`config.mk`:
```
export PLATFORM = sky130hd
export DESIGN_NAME = ps2_key_decoder
export DESIGN_NICKNAME = d
export VERILOG_FILES = /design/src/rtl/ps2_key_decoder.sv
export SDC_FILE = /design/constraint.sdc
export NUM_CORES = 1
export LEC_CHECK = 0
export CAP_MARGIN = 20
export CORE_MARGIN = 1
export CORE_UTILIZATION = 50
export DETAILED_ROUTE_END_ITERATION = 10
export DONT_BUFFER_PORTS = 1
export GPL_TIMING_DRIVEN = 1
export MAX_ROUTING_LAYER = met4
export PLACE_DENSITY = 0.7
export REMOVE_ABC_BUFFERS = 1
export SYNTH_ARGS = -nofsm -noshare
export SYNTH_HDL_FRONTEND = slang
export SYNTH_SLANG_ARGS = --single-unit
```
`constraint.sdc`:
```
create_clock -name clock50 -period 3.7 [get_ports clock50]
set_input_delay 0.555 -clock clock50 [delete_from_list [all_inputs] [get_ports clock50]]
set_output_delay 0.555 -clock clock50 [all_outputs]
set_load 0.01 [all_outputs]
```
`src/rtl/ps2_key_decoder.sv`:
```
// PS/2 keyboard receiver: input conditioning, 11-bit frame capture with timeout,
// E0/F0 prefix decode, held/pressed tracking for a key table, and a code FIFO.
module ps2_key_decoder #(
  parameter int                    FILTER_LEN     = 8,
  parameter int                    TIMEOUT_CYCLES = 100000,
  parameter int                    FIFO_DEPTH     = 8,
  parameter int                    NUM_KEYS       = 4,
  parameter logic [NUM_KEYS*8-1:0] KEY_CODES      = {8'h23, 8'h1B, 8'h1C, 8'h1D}
) (
  input  logic                          clock50,
  input  logic                          clear,
  input  logic                          ps2_clk,
  input  logic                          ps2_dat,
  output logic [7:0]                    code_data,
  output logic                          code_break,
  output logic                          code_ext,
  output logic                          code_valid,
  input  logic                          code_ready,
  output logic [NUM_KEYS-1:0]           key_held,
  output logic [NUM_KEYS-1:0]           key_press,
  output logic                          frame_err,
  output logic                          overflow,
  output logic [$clog2(FIFO_DEPTH):0]   fifo_count,
  output logic [1:0]                    dbg_state    // 0 IDLE, 1 RECV, 2 CHECK
);

  localparam int AW = $clog2(FIFO_DEPTH);
  localparam int CW = AW + 1;
  localparam int TW = $clog2(TIMEOUT_CYCLES + 1);

  typedef enum logic [1:0] {
    ST_IDLE  = 2'd0,
    ST_RECV  = 2'd1,
    ST_CHECK = 2'd2
  } state_e;

  // Input conditioning
  logic [1:0] clk_sync_q, clk_sync_d;
  logic [1:0] dat_sync_q, dat_sync_d;
  logic       filt_clk_q, filt_clk_d;
  logic [7:0] filt_cnt_q, filt_cnt_d;
  logic       sample_evt;
  logic       sample_bit;

  // Frame capture
  state_e        state_q, state_d;
  logic [3:0]    bit_cnt_q, bit_cnt_d;
  logic [TW-1:0] timer_q, timer_d;
  logic [9:0]    shift_q, shift_d;
  logic          frame_err_q, frame_err_d;
  logic          byte_ok;
  logic          frame_good;

  // Decode and key table
  logic                ext_q, ext_d;
  logic                brk_q, brk_d;
  logic                emit;
  logic [7:0]          emit_byte;
  logic [NUM_KEYS-1:0] key_held_q, key_held_d;
  logic [NUM_KEYS-1:0] key_press_q, key_press_d;

  // FIFO
  logic [9:0]    mem_q [FIFO_DEPTH];
  logic [9:0]    mem_d [FIFO_DEPTH];
  logic [AW-1:0] wr_ptr_q, wr_ptr_d;
  logic [AW-1:0] rd_ptr_q, rd_ptr_d;
  logic [CW-1:0] count_q, count_d;
  logic          overflow_q, overflow_d;
  logic          fifo_full, fifo_empty;
  logic          push, pop;
  logic [9:0]    head;

  // Filtered clock flips only once the synchronised clock has disagreed with
  // it for FILTER_LEN consecutive samples; any agreement restarts the count.
  always_comb begin
    clk_sync_d = {clk_sync_q[0], ps2_clk};
    dat_sync_d = {dat_sync_q[0], ps2_dat};
    filt_clk_d = filt_clk_q;
    filt_cnt_d = '0;
    if (clk_sync_q[1] != filt_clk_q) begin
      if (filt_cnt_q == 8'(FILTER_LEN - 1)) begin
        filt_clk_d = ~filt_clk_q;
      end else begin
        filt_cnt_d = filt_cnt_q + 8'd1;
      end
    end
    sample_evt = filt_clk_q & ~filt_clk_d;
    sample_bit = dat_sync_q[1];
  end

  // shift_q holds bits 1..10 of the frame: [7:0] data, [8] parity, [9] stop
  assign frame_good = (^shift_q[8:0]) & shift_q[9];

  always_comb begin
    state_d     = state_q;
    bit_cnt_d   = bit_cnt_q;
    timer_d     = timer_q;
    shift_d     = shift_q;
    frame_err_d = 1'b0;
    byte_ok     = 1'b0;
    case (state_q)
      ST_IDLE: begin
        timer_d   = '0;
        bit_cnt_d = '0;
        if (sample_evt && !sample_bit) begin
          state_d   = ST_RECV;
          bit_cnt_d = 4'd1;
        end
      end
      ST_RECV: begin
        if (sample_evt) begin
          shift_d   = {sample_bit, shift_q[9:1]};
          bit_cnt_d = bit_cnt_q + 4'd1;
          timer_d   = '0;
          if (bit_cnt_q == 4'd10) begin
            state_d = ST_CHECK;
          end
        end else if (timer_q == TW'(TIMEOUT_CYCLES - 1)) begin
          state_d     = ST_IDLE;
          bit_cnt_d   = '0;
          timer_d     = '0;
          frame_err_d = 1'b1;
        end else begin
          timer_d = timer_q + TW'(1);
        end
      end
      ST_CHECK: begin
        state_d   = ST_IDLE;
        bit_cnt_d = '0;
        if (frame_good) begin
          byte_ok = 1'b1;
        end else begin
          frame_err_d = 1'b1;
        end
      end
      default: begin
        state_d = ST_IDLE;
      end
    endcase
  end

  // Prefix flags survive only across good frames; any error forgets them.
  always_comb begin
    ext_d     = ext_q;
    brk_d     = brk_q;
    emit      = 1'b0;
    emit_byte = shift_q[7:0];
    if (frame_err_d) begin
      ext_d = 1'b0;
      brk_d = 1'b0;
    end else if (byte_ok) begin
      if (emit_byte == 8'hE0) begin
        ext_d = 1'b1;
      end else if (emit_byte == 8'hF0) begin
        brk_d = 1'b1;
      end else begin
        emit  = 1'b1;
        ext_d = 1'b0;
        brk_d = 1'b0;
      end
    end
  end

  always_comb begin
    key_held_d  = key_held_q;
    key_press_d = '0;
    if (emit && !ext_q) begin
      for (int i = 0; i < NUM_KEYS; i++) begin
        if (emit_byte == KEY_CODES[8*i +: 8]) begin
          if (brk_q) begin
            key_held_d[i] = 1'b0;
          end else begin
            key_held_d[i]  = 1'b1;
            key_press_d[i] = ~key_held_q[i];
          end
        end
      end
    end
  end

  // Handshake: the head entry transfers on any cycle where code_valid and
  // code_ready are both 1; code_valid never drops until that transfer happens.
  // A push into a full FIFO succeeds only if a pop frees a slot that cycle.
  assign fifo_full  = (count_q == CW'(FIFO_DEPTH));
  assign fifo_empty = (count_q == '0);
  assign pop        = !fifo_empty && code_ready;
  assign push       = emit && (!fifo_full || pop);

  always_comb begin
    for (int i = 0; i < FIFO_DEPTH; i++) begin
      mem_d[i] = mem_q[i];
    end
    wr_ptr_d   = wr_ptr_q;
    rd_ptr_d   = rd_ptr_q;
    count_d    = count_q;
    overflow_d = overflow_q | (emit && fifo_full && !pop);
    if (push) begin
      mem_d[wr_ptr_q] = {emit_byte, brk_q, ext_q};
      wr_ptr_d        = wr_ptr_q + AW'(1);
    end
    if (pop) begin
      rd_ptr_d = rd_ptr_q + AW'(1);
    end
    case ({push, pop})
      2'b10:   count_d = count_q + CW'(1);
      2'b01:   count_d = count_q - CW'(1);
      default: count_d = count_q;
    endcase
  end

  always_ff @(posedge clock50) begin
    if (clear) begin
      clk_sync_q  <= 2'b11;
      dat_sync_q  <= 2'b11;
      filt_clk_q  <= 1'b1;
      filt_cnt_q  <= '0;
      state_q     <= ST_IDLE;
      bit_cnt_q   <= '0;
      timer_q     <= '0;
      shift_q     <= '0;
      frame_err_q <= 1'b0;
      ext_q       <= 1'b0;
      brk_q       <= 1'b0;
      key_held_q  <= '0;
      key_press_q <= '0;
      wr_ptr_q    <= '0;
      rd_ptr_q    <= '0;
      count_q     <= '0;
      overflow_q  <= 1'b0;
      for (int i = 0; i < FIFO_DEPTH; i++) begin
        mem_q[i] <= '0;
      end
    end else begin
      clk_sync_q  <= clk_sync_d;
      dat_sync_q  <= dat_sync_d;
      filt_clk_q  <= filt_clk_d;
      filt_cnt_q  <= filt_cnt_d;
      state_q     <= state_d;
      bit_cnt_q   <= bit_cnt_d;
      timer_q     <= timer_d;
      shift_q     <= shift_d;
      frame_err_q <= frame_err_d;
      ext_q       <= ext_d;
      brk_q       <= brk_d;
      key_held_q  <= key_held_d;
      key_press_q <= key_press_d;
      wr_ptr_q    <= wr_ptr_d;
      rd_ptr_q    <= rd_ptr_d;
      count_q     <= count_d;
      overflow_q  <= overflow_d;
      for (int i = 0; i < FIFO_DEPTH; i++) begin
        mem_q[i] <= mem_d[i];
      end
    end
  end

  assign head       = mem_q[rd_ptr_q];
  assign code_valid = !fifo_empty;
  assign code_data  = fifo_empty ? 8'h00 : head[9:2];
  assign code_break = !fifo_empty && head[1];
  assign code_ext   = !fifo_empty && head[0];
  assign key_held   = key_held_q;
  assign key_press  = key_press_q;
  assign frame_err  = frame_err_q;
  assign overflow   = overflow_q;
  assign fifo_count = count_q;
  assign dbg_state  = state_q;

endmodule

```
Word level (Yosys, flattened, before mapping)
Memories as Yosys holds them, arrays and structs flattened. A register that Yosys moved wholly into a read port is not among the register bits.
Cells that the tools add are included.
{ "totals": {"ram_bits": 80, "wordCells": 160, "inputBits": 5, "memories": 1, "ff_bits": 68, "out_inout_bits": 27} }
{ "op_classes": {"eq_ne": 19, "n_mux": 47, "reduce_logical": 36, "bitwise_logic": 25, "add_sub_neg": 7, "magnitude_cmp": 2} }
{ "memory_table": {"columns": ["memory", "depth", "word_bits", "rd", "rd_clocked_by_memory_dff", "write_ports", "line_no", "source"], "rows": [
  ["mem_q", 8, 10, 9, 1, 8, "63", "logic [9:0] mem_q [FIFO_DEPTH];"]
]} }
{ "ops": {"columns": ["cell", "count"], "rows": [
  ["$mux W10", 9],
  ["$bwmux W80", 1],
  ["$mux W80", 1],
  ["$mux W17", 2],
  ["$pmux W17 S2", 1],
  ["$demux W10 S3", 1],
  ["$eq A8 B5 Y1 const B", 3],
  ["$mux W1", 19],
  ["$add A17 B1 Y17 const B", 1],
  ["$eq A17 B17 Y1 const B", 1],
  ["$eq A8 B8 Y1 const B", 2],
  ["$reduce_and A2 Y1", 8],
  ["$reduce_or A4 Y1", 4],
  ["$not A1 Y1", 13],
  ["$pmux W4 S3", 1],
  ["$logic_and A1 B1 Y1", 9],
  ["$or A1 B1 Y1", 9],
  ["$reduce_xor A9 Y1", 1],
  ["$add A4 B1 Y4 const B", 2],
  ["$add A8 B1 Y8 const B", 1],
  ["$eq A4 B4 Y1 const B", 2],
  ["$eq A8 B3 Y1 const B", 1],
  ["$eq A8 B6 Y1 const B", 1],
  ["$mux W2", 4],
  ["other kinds (26)", 39]
]} }

Longest topological paths before layout
Gate-level depths: netlist of the first run.
{ "depth": {"depth_word": 11, "mapped_depth": 15, "depth_no_buf": 14} }

Worst setup path before layout of the first run
OpenSTA, ideal clock, no wires.
{ "synth_path": {"kind": "register to register", "startpoint": "register shift_q[2]", "endpoint": "register count_q[2], in the netlist fifo_count[2]", "t_required_ps": 3629, "stages_incl_launch_ff": 16, "setup_slack_ps": 409, "n_path_buf": 1, "synth_period_minus_slack_ps": 3291, "setup_ps": 71, "arrival_time_ps": 3220, "cell_sequence": "dfxtp_1 -> inv_1 -> ha_1 -> xnor3_1 -> xnor2_1 -> and4b_1 -> buf_2 -> and2_1 -> inv_1 -> ha_1 -> xor2_1 -> ha_1 -> a21oi_1 -> xor2_1 -> or3_1 -> a21oi_1"} }
{ "synth_via": {"elab_chain_len": 9, "word_cells_on_any_way": 17, "cone_classes": "eq/ne (4); mux (9); bitwise (1); reduce/logical (3)"} }
{ "synth_rtl": {"columns": ["item", "line_no", "source"], "rows": [
  ["from (decl)", "49", "logic [9:0] shift_q, shift_d;"],
  ["from (signal assigned)", "241", "shift_q <= shift_d;"],
  ["$reduce_xor A9 Y1", "92", "assign frame_good = (^shift_q[8:0]) & shift_q[9];"],
  ["$and A1 B1 Y1", "92", null],
  ["$mux W1", "130", "if (frame_good) begin"],
  ["$mux W1", "101", "case (state_q)"],
  ["$mux W1", "151", "end else if (byte_ok) begin"],
  ["$mux W1 (*)", "148", "if (frame_err_d) begin"],
  ["$logic_and A1 B1 Y1 (*)", "187", "assign push = emit && (!fifo_full || pop);"],
  ["$eq A2 B1 Y1 / $eq A2 B2 Y1 (equally long branches)", "204", "case ({push, pop})"],
  ["$pmux W4 S2 / $reduce_bool A2 Y1 (equally long branches)", null, null],
  ["to (signal assigned)", "249", "count_q <= count_d;"],
  ["to (decl)", "67", "logic [CW-1:0] count_q, count_d;"]
]} }
Every way passes the cells marked *; elsewhere a longest branch is shown, timed or not.
A chain may end at the register's enable or synchronous reset.

Final worst setup path of the first run
Same ends and word-level chain as after synthesis.

==> metrics.yaml, run 1 <==
outcome: "complete, no violations"
drive_gt1_share_pct: 10.8
cts_buffers: 17
cts-root-buf: "clkbuf_16"
fp.dieArea_mm2: 0.0152
post_cts_resized: 0
seq_area_mm2: 0.00302
drtIter0Drc: 308
cp-end-kind: "register"
ys_top_cells_by_area: "dfxtp_1 41%, mux2i_1 13%, nand2b_1 8.4%, mux4_2 6.1%, ha_1 4.1%"
ir_worst_vdd_mv: 0.299
combPwrFrac_pct: 0.7
p_per_area_mw_per_mm2: 414
clockBufferDepth: 2
p_seq_share_pct: 49.3
routedWlPerCell_um: 16.9
clk_pin_slew_ps: 60
finalSetupViolations: 0
clkLatencyLatePin_ps: 420
hold_viol: 0
synth_top_area_cell: "dfxtp_1"
cp_max_fo: 5
rows: 43
dp.cells: 879
tightest_slew_ps: 839
pin_count: 32
synth_ff_type: "dfxtp_1"
fin_tns_setup_ps: 0
vias: 5210
initial_core_util_pct: 52.0
final_area_mm2: 0.00799
fin_skew_ps: 7.29
drv_cap: 0
hold_class: "primary input to register"
fin_crit_sh_pct: 90.0
ant_nets: 0
dp_hpwl_um: 9880
fill_cells: 1219
final_cell_mix: "151 x dfxtp_1, 99 x nand2b_1, 95 x mux2i_1, 40 x nand2_1, 38 x nor2_1"
grt_pass1_wl_um: 25100
drc: 0
cts_tree: "built"
p_total_mw: 3.31
place_ws_ps: 369
synthesis.area_mm2: 0.00733
setup_ws_ps: 368
criticalPathCategory: "register to register"
critPathArrivalTime_ps: 3680
intPower_mw: 2.66
antenna_found_initial: 0
ys_async_sr_fraction_pct: 0
core-area_mm2: 0.0141
antenna_cells: 0
grt_overflow: 0
port_buffers: 0
totalWireLength_um: 15300
finalCriticalPeriod_ps: 3330
drtPass1Iterations: 4
max_freq_mhz: 300
cts_setup_buffers: 0
final_util_pct: 56.7
final_cells: 909
grt_usage_pct: 22.3
synth_edf_count: 0
layout.nets: 747
switching_share_pct: 19.6
yosysUniqueCellTypes: 57
syn2layout_area_growth_pct: 8.96
p_switching_mw: 0.647
clock_sinks: 151
seq_area_frac_synth_pct: 41.2
critPathLaunchType: "register"
grt_pass1_vias: 5143
yosysTopAreaCellShare_pct: 41.2
synth_warnings: 0
htreeDepth: 4
synthCells: 743
syn_area_per_cell_um2: 9.87
multiInputGateArea_mm2: 0.00401
vias_per_cell: 5.73
slew_viol_final: 0
die-width_um: 123
holdBufCountCts: 0
cp.required_ps: 4050
gp_congestion: 0.859
ys_ff_latch: 151
rsz0062_at_grt: "no"
leakage_nw: 3.16
layout_commonest_cell: "dfxtp_1"
placed_cell_area_mm2: 0.00743
clkPwrFrac_pct: 50.0
die_h_um: 123
grt_max_degree: 154
slew_headroom_pct: 43.6
timing.hold.ws_ps: 210
[metal layers]
layer | vias up | global-route usage [%] | routed length [um]
li1 | 2568 | - | -
met1 | 2540 | 25.8 | 6880
met2 | 87 | 37.4 | 7700
met3 | 15 | 5.40 | 524
met4 | 0 | 8.81 | 216
met5 | - | - | 0
[power groups by stage]
stage	logic [mW]	registers [mW]	clock network, mW
finish	0.0218	1.63	1.65
global route	0.0227	1.63	1.76
CTS	0.0220	1.63	1.69
detailed placement	0.0220	1.67	0
global placement	0.0217	1.67	0
floorplan	0.0213	1.66	0
[cells by family (layout without fill, tap and decap cells)]
kind of cell	after synthesis	after routing	synth area share, %
buffers and inverters	76	62	4.21
and+or+nand+nor	281	281	22.3
xor gates and xnor gates	15	15	1.98
DFF	151	151	41.2
AOI/OAI and AO/OA	81	81	7.10
adders and majority gates	24	24	4.09
muxes	115	115	19.1
[cell usage after synthesis (2+ instances only)]
master       n
a31oi_1      5
or4_1        4
dfxtp_1    151
or3_1        5
a311oi_1    10
nand4b_1     7
o21bai_1     2
xnor2_1      5
and3_1      10
mux2i_1     95
or2_2        6
nand3_1     17
a211oi_1     2
nand2b_1    99
o21ai_0     10
buf_2       10
clkbuf_1    33
buf_1       13
a31o_2       3
inv_1       18
nor4_1       5
o31ai_1      3
nand4_1     13
a21oi_1     31
nor4b_1      2
o311a_1      2
nor3_1       8
nand4bb_1    2
nor2_1      38
a41oi_1      3
ha_1        24
nor4_4       2
mux4_2      20
o21ai_1      4
nand2_1     40
nand3b_1     4
and4_1       3
xor2_1       9
nor2b_1      4
and2_1       4
[sequential cells by signal, summed over array words and instances, names as in the netlist, 2 cells and up, named ones only]
| register | flops |
|---|---|
| dat_sync_q | 2 |
| shift_q | 10 |
| dbg_state | 2 |
| clk_sync_q | 2 |
| bit_cnt_q | 4 |
| key_held | 4 |
| filt_cnt_q | 8 |
| key_press | 4 |
| rd_ptr_q | 3 |
| timer_q | 17 |
| wr_ptr_q | 3 |
| fifo_count | 4 |
| mem_q | 80 |
[critical path, stage by stage (launching register included)]
cell     delay (ps)
dfxtp_1         390
inv_1            80
ha_1            310
xnor3_1         350
xnor2_1         290
and4b_1         250
and2_1          200
inv_1            80
ha_1            260
xor2_1          160
ha_1            190
a21oi_1         140
xor2_1          100
or3_1           330
a21oi_1         160
[path summary, 6_finish.rpt]
| check | from | end | slack, ps | cells past startpoint |
|---|---|---|---|---|
| max | shift_q[2]$_SDFFE_PP0P_ | fifo_count[2]$_SDFFE_PP0P_ | 370 | 14 |
| min | clear | timer_q[16]$_SDFFE_PP0P_ | 210 | 1 |
| max reg2reg | shift_q[2]$_SDFFE_PP0P_ | fifo_count[2]$_SDFFE_PP0P_ | 370 | 14 |
| min reg2reg | dat_sync_q[0]$_SDFF_PP1_ | dat_sync_q[1]$_SDFF_PP1_ | 420 | 1 |
[area by class of cell]
class                   instances  area share [%]
clock inverters                10            1.32
multi-input cells             516            50.2
flip-flops and latches        151            37.8
repair buffers                 14            1.32
clock buffers                  20            5.72
well taps                     180            2.82
inverters                      18           0.846
Note: power is estimated with default switching activity, not from simulation.
==> run 2, diff against run 1 <==
Settings changed: ABC_AREA from default to 1, PLACE_DENSITY 0.7 to 0.73.
Clock period 3.7 ns to 2.9 ns, I/O delays scaled along.
==> run 2 against run 1 <==
  * The run now ends with design-rule violations left
  * Cell count up 45%
  * Flip-flop and latch count unchanged
  * Synthesized area up 3.6%
  * Total power up 68%
  * Global-route usage up 0.17 points
  * Utilization up 0.63 points
  * Final area up 5.4%
  * Via count up 27%
  * First-iteration DRC count up 66%
  * Hold slack worse by 140 ps
  * Synthesized cell count up 52%
  * Largest power group unchanged
==> metrics.yaml, run 2 <==
outcome: "finished with violations"
violations: "design-rule violations"
synth_edf_count: 0
ir_worst_vdd_mv: 0.470
p_seq_share_pct: 39.0
drc: 2
drtIter0Drc: 512
htreeDepth: 4
drv_cap: 0
clkLatencyLatePin_ps: 430
yosysMostFrequentCell: "nand2_1"
reg_top3: "mem_q x80, timer_q x17, shift_q x10"
p_switching_mw: 1.64
vias_per_cell: 5.04
post_cts_resized: 0
cp.required_ps: 2470
regMostFlops: "mem_q"
gp_congestion: 0.825
holdBufCountCts: 0
ant_nets: 0
yosysUniqueCellTypes: 40
fp.dieArea_mm2: 0.0157
crit_buf_inv: 3
ys_async_sr_fraction_pct: 0
vias: 6639
hold_class: "primary input to register"
hold_viol: 0
dp_hpwl_um: 10500
final_area_mm2: 0.00842
syn_area_per_cell_um2: 6.73
final_cell_mix: "261 x nand2_1, 224 x nor2_1, 151 x dfxtp_1, 136 x inv_1, 81 x a21oi_1"
grt_usage_pct: 22.5
crit_chain: "buf_4 -> inv_1 -> a21oi_1 -> o21ai_0 -> nand3_1 -> nand2_1 -> a31oi_1 -> buf_4"
clockBufferDepth: 2
totalWireLength_um: 16400
largest_reg_flops: 80
rows: 44
grt_max_degree: 82
initial_core_util_pct: 51.7
r2r-start: "shift_q[4]$_SDFFE_PP0P_"
synthesis.area_mm2: 0.00760
clk_pin_slew_ps: 60
syn2layout_area_growth_pct: 10.8
worst_path_dominant_cell_family: "buffers and inverters"
combPwrFrac_pct: 17.7
pin_count: 32
finalSetupViolations: 0
cts_tree: "built"
port_buffers: 0
ys_top_cells_by_area: "dfxtp_1 40%, nand2_1 13%, nor2_1 11%, inv_1 6.7%, a21oi_1 5.3%"
synth_top_area_cell: "dfxtp_1"
layout.nets: 1150
grt_pass1_vias: 5987
layout_commonest_cell: "nand2_1"
die-width_um: 125
cts_setup_buffers: 0
critPathArrivalTime_ps: 2270
cts-root-buf: "clkbuf_16"
drive_gt1_share_pct: 8.73
synth_warnings: 0
tightest_slew_ps: 752
timing.hold.ws_ps: 75.2
cp-end-kind: "primary output"
ys_top_cells_by_count: "261 x nand2_1, 224 x nor2_1, 151 x dfxtp_1"
die_h_um: 125
crit_path_top_delay_cell: "inv_1"
seq_area_frac_synth_pct: 39.8
fin_skew_ps: 14.1
placed_cell_area_mm2: 0.00776
drtPass1Iterations: 10
yosysTopAreaCellShare_pct: 39.8
clkPwrFrac_pct: 43.3
slew_viol_final: 0
p_per_area_mw_per_mm2: 660
cts_buffers: 17
clock_sinks: 151
intPower_mw: 3.92
synthCells: 1130
grt_overflow: 0
synth_ff_type: "dfxtp_1"
antenna_cells: 0
path_common_cell: "buf_4"
criticalPathCategory: "register to primary output"
max_freq_mhz: 370
core-area_mm2: 0.0147
ys_ff_latch: 151
hold_start: "clear"
critical_path.max_stage_delay_ps: 400
switching_share_pct: 29.4
leakage_nw: 4.04
finalCriticalPeriod_ps: 2700
antenna_found_initial: 0
critPathLaunchType: "register"
rsz0062_at_grt: "yes"
cp_max_fo: 21
grt_pass1_wl_um: 28000
routedWlPerCell_um: 12.5
fin_crit_sh_pct: 93.2
slew_headroom_pct: 49.8
## run 2: logic make-up (layout without fill, tap and decap cells)
family / after synthesis / after routing / synth area share (%)
AOI/OAI and AO/OA: 170 / 170 / 11.7
xor gates and xnor gates: 10 / 10 / 1.15
adders and majority gates: 24 / 24 / 3.95
buffers and inverters: 203 / 207 / 11.4
DFF: 151 / 151 / 39.8
and+or+nand+nor: 572 / 572 / 32.0
## run 2: layer usage
layer | track usage, % | routed length, um
met3 | 5.01 | 819
met1 | 27.7 | 7610
met4 | 7.17 | 194
met2 | 36.6 | 7800
met5 | - | 0
## run 2: final timing paths
| check | endpoint | slack (ps) | cells past startpoint |
|---|---|---|---|
| hold reg to reg | clk_sync_q[1]$_SDFF_PP1_ | 430 | 1 |
| hold / removal | fifo_count[0]$_SDFFE_PP0P_ | 80 | 1 |
| setup reg to reg | mem_q[3][2]$_SDFFE_PP0P_ | 270 | 13 |
| setup / recovery | code_break | 200 | 8 |
## run 2: area by class of cell
class | instances | area [um^2]
fill | 1386 | 6270
clock inverter | 15 | 218
timing repair buffer | 34 | 268
clock buffer | 17 | 425
multi-input combinational | 776 | 3730
sequential | 151 | 3020
tap | 184 | 230
inverter | 141 | 529
## run 2: power groups by stage
stage / clock (mW) / sequential, mW / combinational, mW
detailed placement: 0 / 2.21 / 0.966
floorplan: 0 / 2.27 / 0.554
finish: 2.41 / 2.17 / 0.984
CTS: 2.44 / 2.17 / 0.977
global route: 2.54 / 2.17 / 1.11
global placement: 0 / 2.21 / 0.961
## run 2: worst reg2reg max path, stage by stage (launching register included)
cell and delay, ps:
dfxtp_1 330, inv_1 60, ha_1 330, inv_2 70
nand2_1 70, nand2_1 90, nand2_1 60, nand3_1 100
nand4_2 140, nor2_4 150, buf_4 240, nand4_2 510
nor2_1 290, nor2_1 70
## run 2: through the flow
step | cells | utilization [%] | TNS [ps] | setup slack, ps | total power [mW]
6_report | 1318 | 57.3 | 0 | 199 | 5.56
2_1_floorplan | 1068 | - | -134 | -68.4 | 2.83
3_3_place_gp | 1286 | 52.8 | 0 | 323 | 3.17
5_1_grt | 1318 | 57.3 | -5.89 | -4.40 | 5.82
3_5_place_dp | 1286 | 52.8 | 0 | 240 | 3.18
4_1_cts | 1318 | 57.2 | 0 | 172 | 5.59
==> run 3, diff against run 2 <==
Settings changed: CORE_UTILIZATION 50 to 40, PLACE_DENSITY 0.73 to 0.61.
==> run 3 against run 2 <==
  * Wire length is 2.2% higher
  * Clock-buffer cell count is 6 higher
  * Critical path type unchanged
  * Clock power is 3% lower
  * Total power is 0.76% lower
  * Non-clock buffer count is 2 higher
  * Sequential power hardly changed
  * First-iteration DRC count is 23% lower
  * The flow now finishes without violations
  * Largest cell class unchanged
  * Die area is 25% higher
  * Final area is 0.77% higher
  * Sequential share of layout area is 0.27 points lower
  * Setup slack better by 26 ps
  * Flip-flop and latch count stayed put
==> metrics.yaml, run 3 (synthesis results as in run 2) <==
initial_core_util_pct: 40.8
drive_gt1_share_pct: 8.80
core-area_mm2: 0.0186
cts_setup_buffers: 0
outcome: "complete, no violations"
largest_reg_flops: 80
leakage_nw: 4.03
rows: 50
switching_share_pct: 28.1
finalSetupViolations: 0
combPwrFrac_pct: 18.2
clock_sinks: 151
fin_crit_sh_pct: 92.3
pin_count: 32
fin_skew_ps: 11.5
final_cells: 1370
slew_viol_final: 0
die_h_um: 140
critPathLaunchType: "register"
syn2layout_area_growth_pct: 11.7
antenna_found_initial: 0
ant_nets: 0
antenna_cells: 0
gp_congestion: 0.834
p_switching_mw: 1.55
ir_worst_vdd_mv: 0.366
rsz0062_at_grt: "no"
fill_cells: 1920
cp_max_fo: 22
crit_path_top_delay_cell: "clkinvlp_4"
clkPwrFrac_pct: 42.4
grt_max_degree: 46
cts_tree: "built"
p_seq_share_pct: 39.3
hold_viol: 0
vias: 6453
p_total_mw: 5.52
port_buffers: 0
critPathArrivalTime_ps: 2240
cp-end-kind: "primary output"
clockBufferDepth: 2
slew_headroom_pct: 56.9
regMostFlops: "mem_q"
vias_per_cell: 4.71
grt_pass1_vias: 5979
totalWireLength_um: 16800
clkLatencyLatePin_ps: 420
multiInputGateArea_mm2: 0.00374
path_common_cell: "buf_4"
grt_usage_pct: 18.9
post_cts_resized: 0
clk_pin_slew_ps: 60
fp.dieArea_mm2: 0.0196
dp.cells: 1338
hold_class: "primary input to register"
cts_buffers: 17
cts-root-buf: "clkbuf_16"
die-width_um: 140
crit_chain: "buf_4 -> clkinvlp_4 -> a21oi_1 -> o21ai_0 -> nand3_1 -> nand2_1 -> a31oi_1 -> buf_4"
intPower_mw: 3.97
finalCriticalPeriod_ps: 2680
layout.nets: 1153
max_freq_mhz: 374
reg_top3: "mem_q x80, timer_q x17, shift_q x10"
htreeDepth: 4
final_cell_mix: "261 x nand2_1, 224 x nor2_1, 151 x dfxtp_1, 135 x inv_1, 81 x a21oi_1"
drtIter0Drc: 395
layout_commonest_cell: "nand2_1"
critical_path.max_stage_delay_ps: 340
cp.required_ps: 2470
drtPass1Iterations: 5
worst_path_dominant_cell_family: "buffers and inverters"
criticalPathCategory: "register to primary output"
grt_pass1_wl_um: 28900
drc: 0
crit_buf_inv: 3
timing.hold.ws_ps: 79.2
dp_hpwl_um: 10900
routedWlPerCell_um: 12.3
seq_area_mm2: 0.00302
drv_cap: 0
holdBufCountCts: 0
p_per_area_mw_per_mm2: 650
grt_overflow: 0
tightest_slew_ps: 646
-- run 3: through the flow --
step	area (um^2)	setup TNS (ps)	utilization [%]	setup WS [ps]
4_1_cts	8450	0	45.3	108
3_3_place_gp	7830	0	42.0	299
2_1_floorplan	7260	-134	-	-68.4
5_1_grt	8490	0	45.5	50.5
6_report	8490	0	45.5	225
3_5_place_dp	7830	0	42.0	244
-- run 3: routing by layer --
metal / share of wire, % / global-route usage, % / vias up
met5: 0 / - / -
met4: 1.3 / 5.55 / 0
met3: 3.6 / 3.92 / 17
met2: 46 / 30.2 / 101
met1: 49 / 23.8 / 2835
li1: - / - / 3500
-- run 3: final cells by class --
class                           instances  area share, %
Multi-Input combinational cell        776           44.0
Timing Repair inverter                  1         0.0884
Sequential cell                       151           35.6
Inverter                              141           6.29
Clock buffer                           23           5.63
Clock inverter                          8           1.71
Timing Repair Buffer                   36           3.18
Tap cell                              234           3.45
-- run 3: worst paths after layout --
path | from | end | slack, ps | cells after the start
max reg2reg | shift_q[1]$_SDFFE_PP0P_ | fifo_count[2]$_SDFFE_PP0P_ | 340 | 17
min reg2reg | dat_sync_q[0]$_SDFF_PP1_ | dat_sync_q[1]$_SDFF_PP1_ | 420 | 1
max | register | code_data[7] | 220 | 8
min | clear | timer_q[15]$_SDFFE_PP0P_ | 80 | 1
-- run 3: power groups by stage --
stage | sequential (mW) | combinational [mW] | clock (mW)
finish | 2.17 | 1.01 | 2.34
global route | 2.18 | 1.14 | 2.48
CTS | 2.17 | 0.985 | 2.39
detailed placement | 2.21 | 0.982 | 0
global placement | 2.21 | 0.980 | 0
floorplan | 2.27 | 0.554 | 0
-- run 3: worst register-to-register path, stage by stage (launching register included) --
cell and delay [ps]:
dfxtp_1 340, inv_1 80, ha_1 320, inv_2 70
nand2_1 60, nand2_1 50, nand2_1 50, nand3_2 70
nand4_2 140, nor2_4 150, nand3_4 130, ha_4 210
xor2_2 150, ha_1 200, a21oi_1 160, xor2_1 90
o21ai_0 150, inv_1 50
